<file path="config.mk">
export PLATFORM = sky130hd
export DESIGN_NAME = i2c_arbiter
export DESIGN_NICKNAME = d
export VERILOG_FILES = /design/src/rtl/i2c_arbiter.sv
export SDC_FILE = /design/constraint.sdc
export NUM_CORES = 1
export LEC_CHECK = 0
export BUFFER_PORTS_ARGS = -buffer_cell sky130_fd_sc_hd__buf_2
export CAP_MARGIN = 0
export CORE_ASPECT_RATIO = 2
export CORE_MARGIN = 5
export CORE_UTILIZATION = 35
export CTS_BUF_LIST = sky130_fd_sc_hd__clkbuf_4
export DETAILED_ROUTE_END_ITERATION = 10
export GPL_ROUTABILITY_DRIVEN = 1
export GPL_TIMING_DRIVEN = 0
export PLACE_DENSITY = 0.68
export SYNTH_ARGS = -nofsm -noshare
export SYNTH_HDL_FRONTEND = slang
export SYNTH_SLANG_ARGS = --single-unit
</file>
<file path="constraint.sdc">
create_clock -name clk -period 2.5 [get_ports clk]
set_input_delay 0.5 -clock clk [delete_from_list [all_inputs] [get_ports clk]]
set_output_delay 0.5 -clock clk [all_outputs]
set_load 0.1 [all_outputs]
</file>
<file path="src/rtl/i2c_arbiter.sv">
// Round-robin arbiter sharing one I2C master engine among NUM_REQ requesters.
// Latches the winning command, waits for m_done or timeout, and routes the response back.
module i2c_arbiter #(
  parameter int unsigned NUM_REQ = 4,
  parameter logic [15:0] TIMEOUT = 16'd50000
) (
  input  logic                   clk,
  input  logic                   rst,
  input  logic [NUM_REQ-1:0]     req_valid,
  input  logic [NUM_REQ-1:0]     req_rw,
  input  logic [7*NUM_REQ-1:0]   req_addr,
  input  logic [8*NUM_REQ-1:0]   req_wdata,
  output logic [NUM_REQ-1:0]     req_ready,
  output logic [NUM_REQ-1:0]     rsp_valid,
  output logic [7:0]             rsp_rdata,
  output logic                   rsp_err,
  output logic                   m_start,
  output logic                   m_rw,
  output logic [6:0]             m_addr,
  output logic [7:0]             m_wdata,
  output logic                   m_abort,
  input  logic                   m_done,
  input  logic                   m_ack,
  input  logic [7:0]             m_rdata,
  output logic                   busy
);

  localparam int unsigned IDX_W = (NUM_REQ > 1) ? $clog2(NUM_REQ) : 1;
  localparam int unsigned CNT_W = 16;
  localparam logic [NUM_REQ-1:0] ONE = NUM_REQ'(1);

  typedef enum logic [1:0] {
    S_IDLE,
    S_ISSUE,
    S_WAIT,
    S_RESP
  } state_t;

  state_t             state_q, state_d;
  logic [IDX_W-1:0]   last_q, last_d;
  logic [IDX_W-1:0]   win_q, win_d;
  logic [IDX_W-1:0]   grant_idx, cand;
  logic               grant_found;
  logic [CNT_W-1:0]   cnt_q, cnt_d;
  logic               timeout_hit;

  logic [NUM_REQ-1:0] req_ready_d, rsp_valid_d;
  logic [7:0]         rsp_rdata_d, m_wdata_d;
  logic [6:0]         m_addr_d;
  logic               rsp_err_d, m_rw_d, m_start_d, busy_d;

  // First pending requester searching upward (with wrap) from last_grant+1
  always_comb begin
    grant_found = 1'b0;
    grant_idx   = last_q;
    cand        = '0;
    for (int unsigned i = 1; i <= NUM_REQ; i++) begin
      cand = IDX_W'((32'(last_q) + i) % NUM_REQ);
      if (!grant_found && req_valid[cand]) begin
        grant_found = 1'b1;
        grant_idx   = cand;
      end
    end
  end

  assign timeout_hit = (cnt_q == TIMEOUT - 16'd1);

  // Abort must be suppressed by an m_done arriving in the match cycle itself
  assign m_abort = (state_q == S_WAIT) && !m_done && timeout_hit;

  always_comb begin
    state_d     = state_q;
    last_d      = last_q;
    win_d       = win_q;
    cnt_d       = cnt_q;
    m_rw_d      = m_rw;
    m_addr_d    = m_addr;
    m_wdata_d   = m_wdata;
    rsp_rdata_d = rsp_rdata;
    rsp_err_d   = rsp_err;
    req_ready_d = '0;
    rsp_valid_d = '0;
    m_start_d   = 1'b0;

    case (state_q)
      S_IDLE: begin
        if (grant_found) begin
          win_d       = grant_idx;
          m_rw_d      = req_rw[grant_idx];
          m_addr_d    = req_addr[7*32'(grant_idx) +: 7];
          m_wdata_d   = req_wdata[8*32'(grant_idx) +: 8];
          m_start_d   = 1'b1;
          req_ready_d = ONE << grant_idx;
          state_d     = S_ISSUE;
        end
      end
      S_ISSUE: begin
        cnt_d   = '0;
        state_d = S_WAIT;
      end
      S_WAIT: begin
        if (m_done) begin
          rsp_rdata_d = m_rw ? m_rdata : 8'h00;
          rsp_err_d   = ~m_ack;
          rsp_valid_d = ONE << win_q;
          state_d     = S_RESP;
        end else if (timeout_hit) begin
          rsp_rdata_d = 8'h00;
          rsp_err_d   = 1'b1;
          rsp_valid_d = ONE << win_q;
          state_d     = S_RESP;
        end else begin
          cnt_d = cnt_q + 16'd1;
        end
      end
      S_RESP: begin
        last_d  = win_q;
        state_d = S_IDLE;
      end
      default: state_d = S_IDLE;
    endcase

    busy_d = (state_d != S_IDLE);
  end

  always_ff @(posedge clk or posedge rst) begin
    if (rst) begin
      state_q   <= S_IDLE;
      last_q    <= IDX_W'(NUM_REQ - 1);
      win_q     <= '0;
      cnt_q     <= '0;
      m_rw      <= 1'b0;
      m_addr    <= '0;
      m_wdata   <= '0;
      rsp_rdata <= '0;
      rsp_err   <= 1'b0;
      req_ready <= '0;
      rsp_valid <= '0;
      m_start   <= 1'b0;
      busy      <= 1'b0;
    end else begin
      state_q   <= state_d;
      last_q    <= last_d;
      win_q     <= win_d;
      cnt_q     <= cnt_d;
      m_rw      <= m_rw_d;
      m_addr    <= m_addr_d;
      m_wdata   <= m_wdata_d;
      rsp_rdata <= rsp_rdata_d;
      rsp_err   <= rsp_err_d;
      req_ready <= req_ready_d;
      rsp_valid <= rsp_valid_d;
      m_start   <= m_start_d;
      busy      <= busy_d;
    end
  end

endmodule

</file>
Yosys cells after proc, flatten, opt, wreduce, memory -nomap -nowiden
Index checks and enable logic that the tools add are counted.
{"block": "totals", "ff_bits": 57, "output_inout_bits": 36, "wordCells": 88}
{"block": "op_classes", "bitwise_logic": 1, "mux": 37, "mul": 1, "reduce_logical": 16, "order_cmp": 5, "n_eq_ne": 6, "n_addsub": 5, "shift": 4}
{"operator": "$mux 16", "n": 2}
{"operator": "$pmux 16 s2", "n": 1}
{"operator": "$shiftx 32x6->8", "n": 1}
{"operator": "$shiftx 28x6->7", "n": 1}
{"operator": "$mux 8", "n": 3}
{"operator": "$mux 4", "n": 5}
{"operator": "$add 16x1->16 const B", "n": 1}
{"operator": "$eq 16x16->1 const B", "n": 1}
{"operator": "$lt 2x3->1 const B", "n": 5}
{"operator": "$mux 2", "n": 7}
{"operator": "$mux 1", "n": 13}
{"operator": "$bmux 1 s2", "n": 5}
{"operator": "$pmux 2 s4", "n": 1}
{"operator": "$shl 1x2->4 const A", "n": 2}
{"operator": "$reduce_bool 2->1", "n": 3}
{"operator": "$logic_and 1x1->1", "n": 5}
{"operator": "$mul 3x2->5 const A", "n": 1}
{"operator": "$add 2x1->2 const B", "n": 2}
{"operator": "$add 2x2->2 const B", "n": 2}
{"operator": "$eq 2x2->1 const B", "n": 2}
{"operator": "$logic_not 1->1", "n": 4}
{"operator": "$ne 2x2->1 const B", "n": 2}
{"operator": "$reduce_and 2->1", "n": 2}
{"operator": "$reduce_and 3->1", "n": 1}
{"operator": "other kinds (3)", "n": 3}

Depth between registers and ports, before layout
Gate-level depths: netlist of run 1.
{"block": "depth", "ltp_word": 16, "ltp_mapped": 8, "mapped_depth_nobuf": 7}

Least setup slack after synthesis of run 1
OpenSTA, ideal clock, no wires.
{"block": "synth_timing", "kind": "register to output", "startpoint": "register state_q[0]", "endpoint": "output m_abort", "slack_ns": -0.626, "t_required_ns": 2.000, "arrival_ns": 2.626, "path_stages_with_launch": 6, "cell_sequence": "dfrtp_1 > inv_1 > ha_1 > and2b_1 > nor2b_1 > nor2b_1"}
{"block": "synth_between", "elab_chain_cells": 3}
{"item": "start: declaration", "line": "39", "rtl": "state_t state_q, state_d;"}
{"item": "start signal: assignment", "line": "142", "rtl": "state_q <= state_d;"}
{"item": "$eq 2x2->1", "line": "69", "rtl": "assign m_abort = (state_q == S_WAIT) && !m_done && timeout_hit;"}
{"item": "$logic_and 1x1->1 (2 in series)", "line": "69"}
{"item": "end: declaration", "line": "21", "rtl": "output logic m_abort,"}
No other way between the ends.

Final worst setup path of run 1
{"block": "layout_timing", "startpoint": "register cnt_q[12]", "endpoint": "output m_abort"}
{"block": "layout_between", "elab_chain_cells": 2}
{"item": "start: declaration", "line": "44", "rtl": "logic [CNT_W-1:0] cnt_q, cnt_d;"}
{"item": "start signal: assignment", "line": "145", "rtl": "cnt_q <= cnt_d;"}
{"item": "$eq 16x16->1", "line": "66", "rtl": "assign timeout_hit = (cnt_q == TIMEOUT - 16'd1);"}
{"item": "$logic_and 1x1->1", "line": "69"}
No other way between the ends.

==> results of run 1 <==
==> routing by layer <==
metal	track usage, %	wire length [um]	vias up	share of wire, %
li1	-	-	1214	-
met1	17.31	2785	1215	35
met2	30.63	4611	101	58
met3	3.120	492	10	6.2
met4	8.349	106	0	1.3
met5	0	0	-	0
==> layout make-up <==
type | count | area [um^2] | share of cell area (%)
multi-input combinational | 185 | 1381 | 36.04
clock inverter | 7 | 85.08 | 2.220
timing repair buffer | 118 | 620.6 | 16.19
clock buffer | 9 | 67.56 | 1.763
tap | 98 | 122.6 | 3.199
sequential | 57 | 1429 | 37.28
inverter | 6 | 22.52 | 0.5877
buffer | 13 | 103.9 | 2.710
==> synth_stat cells (4+ instances only) <==
library cell | instances | area, um^2
sky130_fd_sc_hd__inv_1 | 5 | 18.77
sky130_fd_sc_hd__nor2b_1 | 4 | 25.02
sky130_fd_sc_hd__o21ai_0 | 5 | 25.02
sky130_fd_sc_hd__nand2b_1 | 6 | 37.54
sky130_fd_sc_hd__nor4_1 | 4 | 25.02
sky130_fd_sc_hd__dfrtp_1 | 55 | 1376
sky130_fd_sc_hd__ha_1 | 5 | 62.56
sky130_fd_sc_hd__a22o_1 | 8 | 70.07
sky130_fd_sc_hd__o221ai_1 | 16 | 140.1
sky130_fd_sc_hd__nor2_1 | 18 | 67.56
sky130_fd_sc_hd__buf_2 | 6 | 30.03
sky130_fd_sc_hd__nand3_1 | 9 | 45.04
sky130_fd_sc_hd__xor2_1 | 12 | 105.1
sky130_fd_sc_hd__mux2i_1 | 32 | 320.3
sky130_fd_sc_hd__nand2_1 | 27 | 101.4
==> kinds of logic after synthesis <==
logic type,after synthesis,share of synthesized area [%]
AND/OR/NAND/NOR,86,15.76
buffers and inverters,19,4.261
XOR/XNOR,12,3.616
flip-flops,57,49.16
adder cells (fa/ha/maj),5,2.152
multiplexers,35,12.18
AO/OA/AOI/OAI,47,12.87
==> power by group <==
part           switching (mW)  internal (mW)
Combinational            2.34          0.793
Sequential              0.194           1.22
Clock                   0.350          0.395
Total                    2.89           2.41
==> what timing repair did <==
action | in CTS | in global routing
setup buffers | 2 | 0
endpoints found under the hold margin | 0 | 0
endpoints found under the setup margin | 1 | 1
gates resized for setup | 6 | 3
pin swaps | 1 | 0
==> flip-flops by register name, indices dropped and copies added, names as in the netlist <==
name	cells
m_rw	1
rsp_valid	4
rsp_err	1
m_start	1
rsp_rdata	8
m_addr	7
win_q	2
m_wdata	8
req_ready	4
cnt_q	16
state_q	2
busy	1
last_q	2
==> critical path, delay by kind of cell (launching register included) <==
family | cells | cell delay, ps
buf+inv | 2 | 410
flops | 1 | 440
simple gates | 3 | 610
==> stage by stage <==
step	hold WS, ps	utilization (%)	cell area [um^2]	power, mW	setup WS [ps]
6_report	65.43	46.89	3832	5.296	132.5
5_1_grt	75.57	46.89	3832	5.600	8.275
4_1_cts	46.70	46.72	3819	5.355	12.32
3_5_place_dp	467.5	44.44	3632	4.587	-138.2
3_3_place_gp	468.7	44.19	3612	4.530	-182.5
2_1_floorplan	485.2	-	2914	3.959	175.5
==> how the worst max path moves through the flow <==
stage          startpoint  endpoint  slack [ps]
2_1_floorplan  state_q[0]   m_abort         180
4_1_cts        state_q[0]   m_abort          10
6_report        cnt_q[12]   m_abort         130
3_5_place_dp   state_q[0]   m_abort        -140
3_3_place_gp          rst  cnt_q[5]        -180
5_1_grt         cnt_q[10]   m_abort           8
==> flow_metrics.tcl, run 1 <==
set metrics [dict create \
    result_of_the_run "finished, final reports clean" \
    post_route_setup_tns_ps 0 \
    clk_pin_slew_ps 110 \
    clk_path_buf_depth 2 \
    crit_path_start_kind "flop" \
    grt_start_max_net_pins 40 \
    area_growth_syn_to_layout_pct 31.86 \
    maxCapViolations 0 \
    synth_flop_cell "sky130_fd_sc_hd__dfrtp_1" \
    worst_slew_pin_slew_ps 490.8 \
    rsz0062_at_grt "false" \
    timing.hold.worst.class "in -> async" \
    required_time_reported_for_the_critical_path_endpoint_ps 2000 \
    finalMaxSlewViolations 0 \
    layout_common_cells "119 x sky130_fd_sc_hd__buf_2, 55 x sky130_fd_sc_hd__dfrtp_1, 32 x sky130_fd_sc_hd__mux2i_1" \
    initialDrtViolationCount 178 \
    clk_skew_ps 16.38 \
    reg2reg_from "last_q[0]" \
    number_of_enable_flip_flop_cells_after_synthesis 0 \
    power_leakage_nw 1.979 \
    port_buffers 115 \
    dr_total_vias 2540 \
    arrival_ps 1870 \
    final-setup-viol-count 0 \
    power_density_nw_per_um2 1382 \
    most_common_cell_after_layout_fill_and_taps_aside "sky130_fd_sc_hd__buf_2" \
    nFillCells 790 \
    max_clock_freq_mhz 422.4 \
    detail_route.wirelength_um 7995 \
    ant_nets 0 \
    crit-reg2reg-capture "m_addr[1]" \
    seq_cells_post_synth 57 \
    reg2reg_slack_ps 560 \
    insertedDiodeCount 0 \
    ios 116 \
    die_ar_um2 10340 \
    synth_warnings 0 \
    global_route_usage_over_all_layers_pct 16.78 \
    grt_antenna_before_repair 0 \
    first_global_vias 2760 \
    finalWeightedCongestion 0.8092 \
    ir_worst_vdd_mv 0.7008 \
    final.min_clock_period_ps 2367 \
    setup.worst_path.end_class "primary output" \
    grt_pass1_wl_um 13350 \
    grt_remaining_overflow 0 \
    post_cts_hold_buffer_count 0 \
    cts_num_sinks 57 \
    cts_root_buffer "sky130_fd_sc_hd__clkbuf_4" \
    drc_errors 0 \
    floorplan.initialDensity_pct 35.56 \
    worstSkewPairLatency_ps 410 \
    wl_per_cell_um 16.22 \
    detailedPlacementHpwl_um 6099 \
    core-area_um2 8174 \
    clock_buffers_created_by_tritoncts 9 \
    postSynth.asyncResetShare_pct 100.0 \
    avg_synthesized_cell_area_um2 11.14 \
    hold_viol 0 \
    detailedRoute.firstPassIterationCount 5 \
    critical-path-max-stage-delay_ps 440 \
    critical_path.max_fanout 10 \
    worstPathCellList "nor4b_2, nand4_2, buf_4, nor2b_4, buf_8" \
    yosys.cell_types.count 46 \
    floorplan.rows 47 \
    htreeDepth 3 \
    syn_nets 346 \
    period_utilisation_layout_pct 94.70 \
    yosysSeqAreaShare_pct 49.16 \
    drive_above_1_share_pct 41.77 \
    synthesis.area_um2 2907 \
    dieHeight_um 138.9 \
    r2r_cells 7 \
    max-slew-margin-rel_pct 66.98 \
    setup.worst_path.class "reg -> out" \
    final_net_count 475 \
    timing.critical_path.slowest_stage_cell "sky130_fd_sc_hd__dfrtp_1" \
    tritoncts "done" \
    placed_cell_count 475 \
    layout.cells.non_filler 493 \
    drt_via_density 5.152 \
    dieWidth_um 74.44 \
    synthesis.instances 261 \
]
Note: power is estimated with default switching activity, not from simulation.
==> run 2, diff against run 1 <==
--- a/config.mk
+++ b/config.mk
@@ -7,7 +7,7 @@
 export LEC_CHECK = 0
 export BUFFER_PORTS_ARGS = -buffer_cell sky130_fd_sc_hd__buf_2
 export CAP_MARGIN = 0
-export CORE_ASPECT_RATIO = 2
+export CORE_ASPECT_RATIO = 1.1
 export CORE_MARGIN = 5
 export CORE_UTILIZATION = 35
 export CTS_BUF_LIST = sky130_fd_sc_hd__clkbuf_4
@@ -15,6 +15,7 @@
 export GPL_ROUTABILITY_DRIVEN = 1
 export GPL_TIMING_DRIVEN = 0
 export PLACE_DENSITY = 0.68
+export SLEW_MARGIN = 20
 export SYNTH_ARGS = -nofsm -noshare
 export SYNTH_HDL_FRONTEND = slang
 export SYNTH_SLANG_ARGS = --single-unit
==> run 2 against run 1 <==
Setup slack worse by 42 ps. Critical path type unchanged. Sequential power is essentially flat. Non-clock buffer count rose by 1. Clock skew up 7.0 ps. Die area decreased by 1.1%. Final cell count increased by 2.2%. Fmax down 1.8%. Sequential cell count is the same. Largest power group unchanged. Routed wire length down 6.7%. Register-to-register slack is essentially flat.
==> flow_metrics.tcl, run 2 (synthesized netlist as in run 1, its figures left out) <==
set metrics [dict create \
    period_utilisation_layout_pct 96.40 \
    setup.worst_path.class "reg -> out" \
    tritoncts "done" \
    worstPathCellList "nor4_2, nand4_2, buf_4, nor2b_4, buf_8" \
    detailedPlace.worstSlack_ps -114.0 \
    detailedRoute.firstPassIterationCount 4 \
    most_common_cell_after_layout_fill_and_taps_aside "sky130_fd_sc_hd__buf_2" \
    drc_errors 0 \
    dr_total_vias 2473 \
    clk_path_buf_depth 2 \
    cp.depth 5 \
    number_of_flip_flops_in_the_largest_register 16 \
    grt_pass1_wl_um 12480 \
    die_ar_um2 10230 \
    wl_per_cell_um 14.81 \
    required_time_reported_for_the_critical_path_endpoint_ps 2000 \
    r2r_cells 7 \
    layout.cells.non_filler 504 \
    clk_pin_slew_ps 110 \
    registers.top_by_ff_count "cnt_q" \
    final-setup-viol-count 0 \
    insertedDiodeCount 0 \
    critical_path_buf_inv_count 2 \
    power_leakage_nw 1.978 \
    area_growth_syn_to_layout_pct 32.41 \
    drive_above_1_share_pct 42.17 \
    first_global_vias 2679 \
    max_clock_freq_mhz 415.0 \
    timing.hold.worst.class "in -> async" \
    final.min_clock_period_ps 2410 \
    floorplan.initialDensity_pct 36.34 \
    critical_path.max_fanout 10 \
    layout_top_registers "cnt_q (16), m_wdata (8), rsp_rdata (8)" \
    crit-reg2reg-capture "cnt_q[15]" \
    setup.worst_path.end_class "primary output" \
    setup_slack_ps 90.09 \
    ios 116 \
    critPathCapture "m_abort" \
    grt_antenna_before_repair 0 \
    power_density_nw_per_um2 1376 \
    reg2reg_from "state_q[0]" \
    floorplan.rows 34 \
    clock_buffers_created_by_tritoncts 9 \
    core-area_um2 7998 \
    max-slew-margin-rel_pct 54.92 \
    initialDrtViolationCount 61 \
    worstSkewPairLatency_ps 400 \
    nFillCells 772 \
    clk_skew_ps 23.36 \
    finalMaxSlewViolations 0 \
    finalWeightedCongestion 0.7834 \
    dieHeight_um 105.6 \
    ir_worst_vdd_mv 0.8576 \
    cts_num_sinks 57 \
    placed_cell_count 484 \
    hold_viol 0 \
    cts_root_buffer "sky130_fd_sc_hd__clkbuf_4" \
    timing.hold.ws_ps 195.8 \
    timing.critical_path.from "cnt_q[10]" \
    rsz0062_at_grt "false" \
    critical-path-max-stage-delay_ps 440 \
    final_net_count 476 \
    port_buffers 115 \
    ant_nets 0 \
    arrival_ps 1910 \
    timing.critical_path.max_delay_family "simple AND/OR/NAND/NOR gates" \
    drt_via_density 4.907 \
    total_power_mw 5.295 \
    layout_common_cells "119 x sky130_fd_sc_hd__buf_2, 55 x sky130_fd_sc_hd__dfrtp_1, 32 x sky130_fd_sc_hd__mux2i_1" \
    dieWidth_um 96.89 \
    reg2reg_slack_ps 550 \
    htreeDepth 3 \
    result_of_the_run "finished, final reports clean" \
    detail_route.wirelength_um 7463 \
    grt_remaining_overflow 0 \
    worst_slew_pin_slew_ps 676.2 \
    maxCapViolations 0 \
    grt_start_max_net_pins 58 \
    global_route_usage_over_all_layers_pct 14.88 \
    crit_path_start_kind "flop" \
    timing.critical_path.slowest_stage_cell "sky130_fd_sc_hd__dfrtp_1" \
    detailedPlacementHpwl_um 5761 \
]
[run 2: cell types whose count changed in the layout (fill, tap and decap cells not counted), sizes merged]
cell      before  now
buf          130  131
clkbuf        10   11
clkinvlp       1    0
[run 2: layout make-up]
class                   count  area [um^2]  area share, %
repair buffers            119        615.6          15.99
clock inverters             6        83.83          2.178
plain buffers              13        103.9          2.698
inverters                   6        25.02         0.6502
multi-input cells         185         1381          35.89
flip-flops and latches     57         1429          37.13
clock buffers              10        75.07          1.951
well taps                 108        135.1          3.511
[run 2: power breakdown]
group          internal, mW  switching [mW]  total (mW)  leakage (nW)
registers              1.22           0.197        1.42         0.739
clock network         0.414           0.345       0.758        0.0901
logic                 0.792            2.33        3.12          1.15
[run 2: layer usage]
| metal | GRT usage (%) | wire length, um | vias up |
|---|---|---|---|
| met5 | 0 | 0 | - |
| met4 | 6.319 | 133 | 0 |
| met3 | 5.218 | 682 | 13 |
| met2 | 24.90 | 3603 | 103 |
| met1 | 17.35 | 3044 | 1142 |
| li1 | - | - | 1215 |
[run 2: how the worst min path moves through the flow]
stage | end | slack [ps]
after global placement | m_addr[6] | 470
final | req_ready[1] | 200
after detailed placement | m_addr[6] | 470
after floorplan | rsp_valid[1] | 490
after CTS | req_ready[1] | 210
after global routing | req_ready[1] | 250
[run 2: what timing repair did]
item / 4_1_cts / 5_1_grt
pin swaps: 0 / 1
endpoints found under the hold margin: 0 / 0
buffers inserted: 1 / 3
endpoints found under the setup margin: 1 / 1
gates resized for setup: 5 / 4
hold buffers: 0 / 0
[run 2: metrics by stage]
stage | util [%] | setup TNS (ps) | area (um^2)
floorplan | - | 0 | 2914
finish | 48.12 | 0 | 3849
detailed placement | 45.35 | -114.0 | 3627
CTS | 47.64 | 0 | 3810
global route | 48.12 | 0 | 3849
global placement | 45.32 | -6432 | 3625
[run 2: worst reg2reg max path, cell delays in order, from the launching register on]
cell                      delay, ps
sky130_fd_sc_hd__dfrtp_1        420
sky130_fd_sc_hd__inv_1          160
sky130_fd_sc_hd__ha_4           200
sky130_fd_sc_hd__and2b_1        190
sky130_fd_sc_hd__and4_4         290
sky130_fd_sc_hd__o21ai_2        110
sky130_fd_sc_hd__or3_1          370
sky130_fd_sc_hd__a21oi_1        150
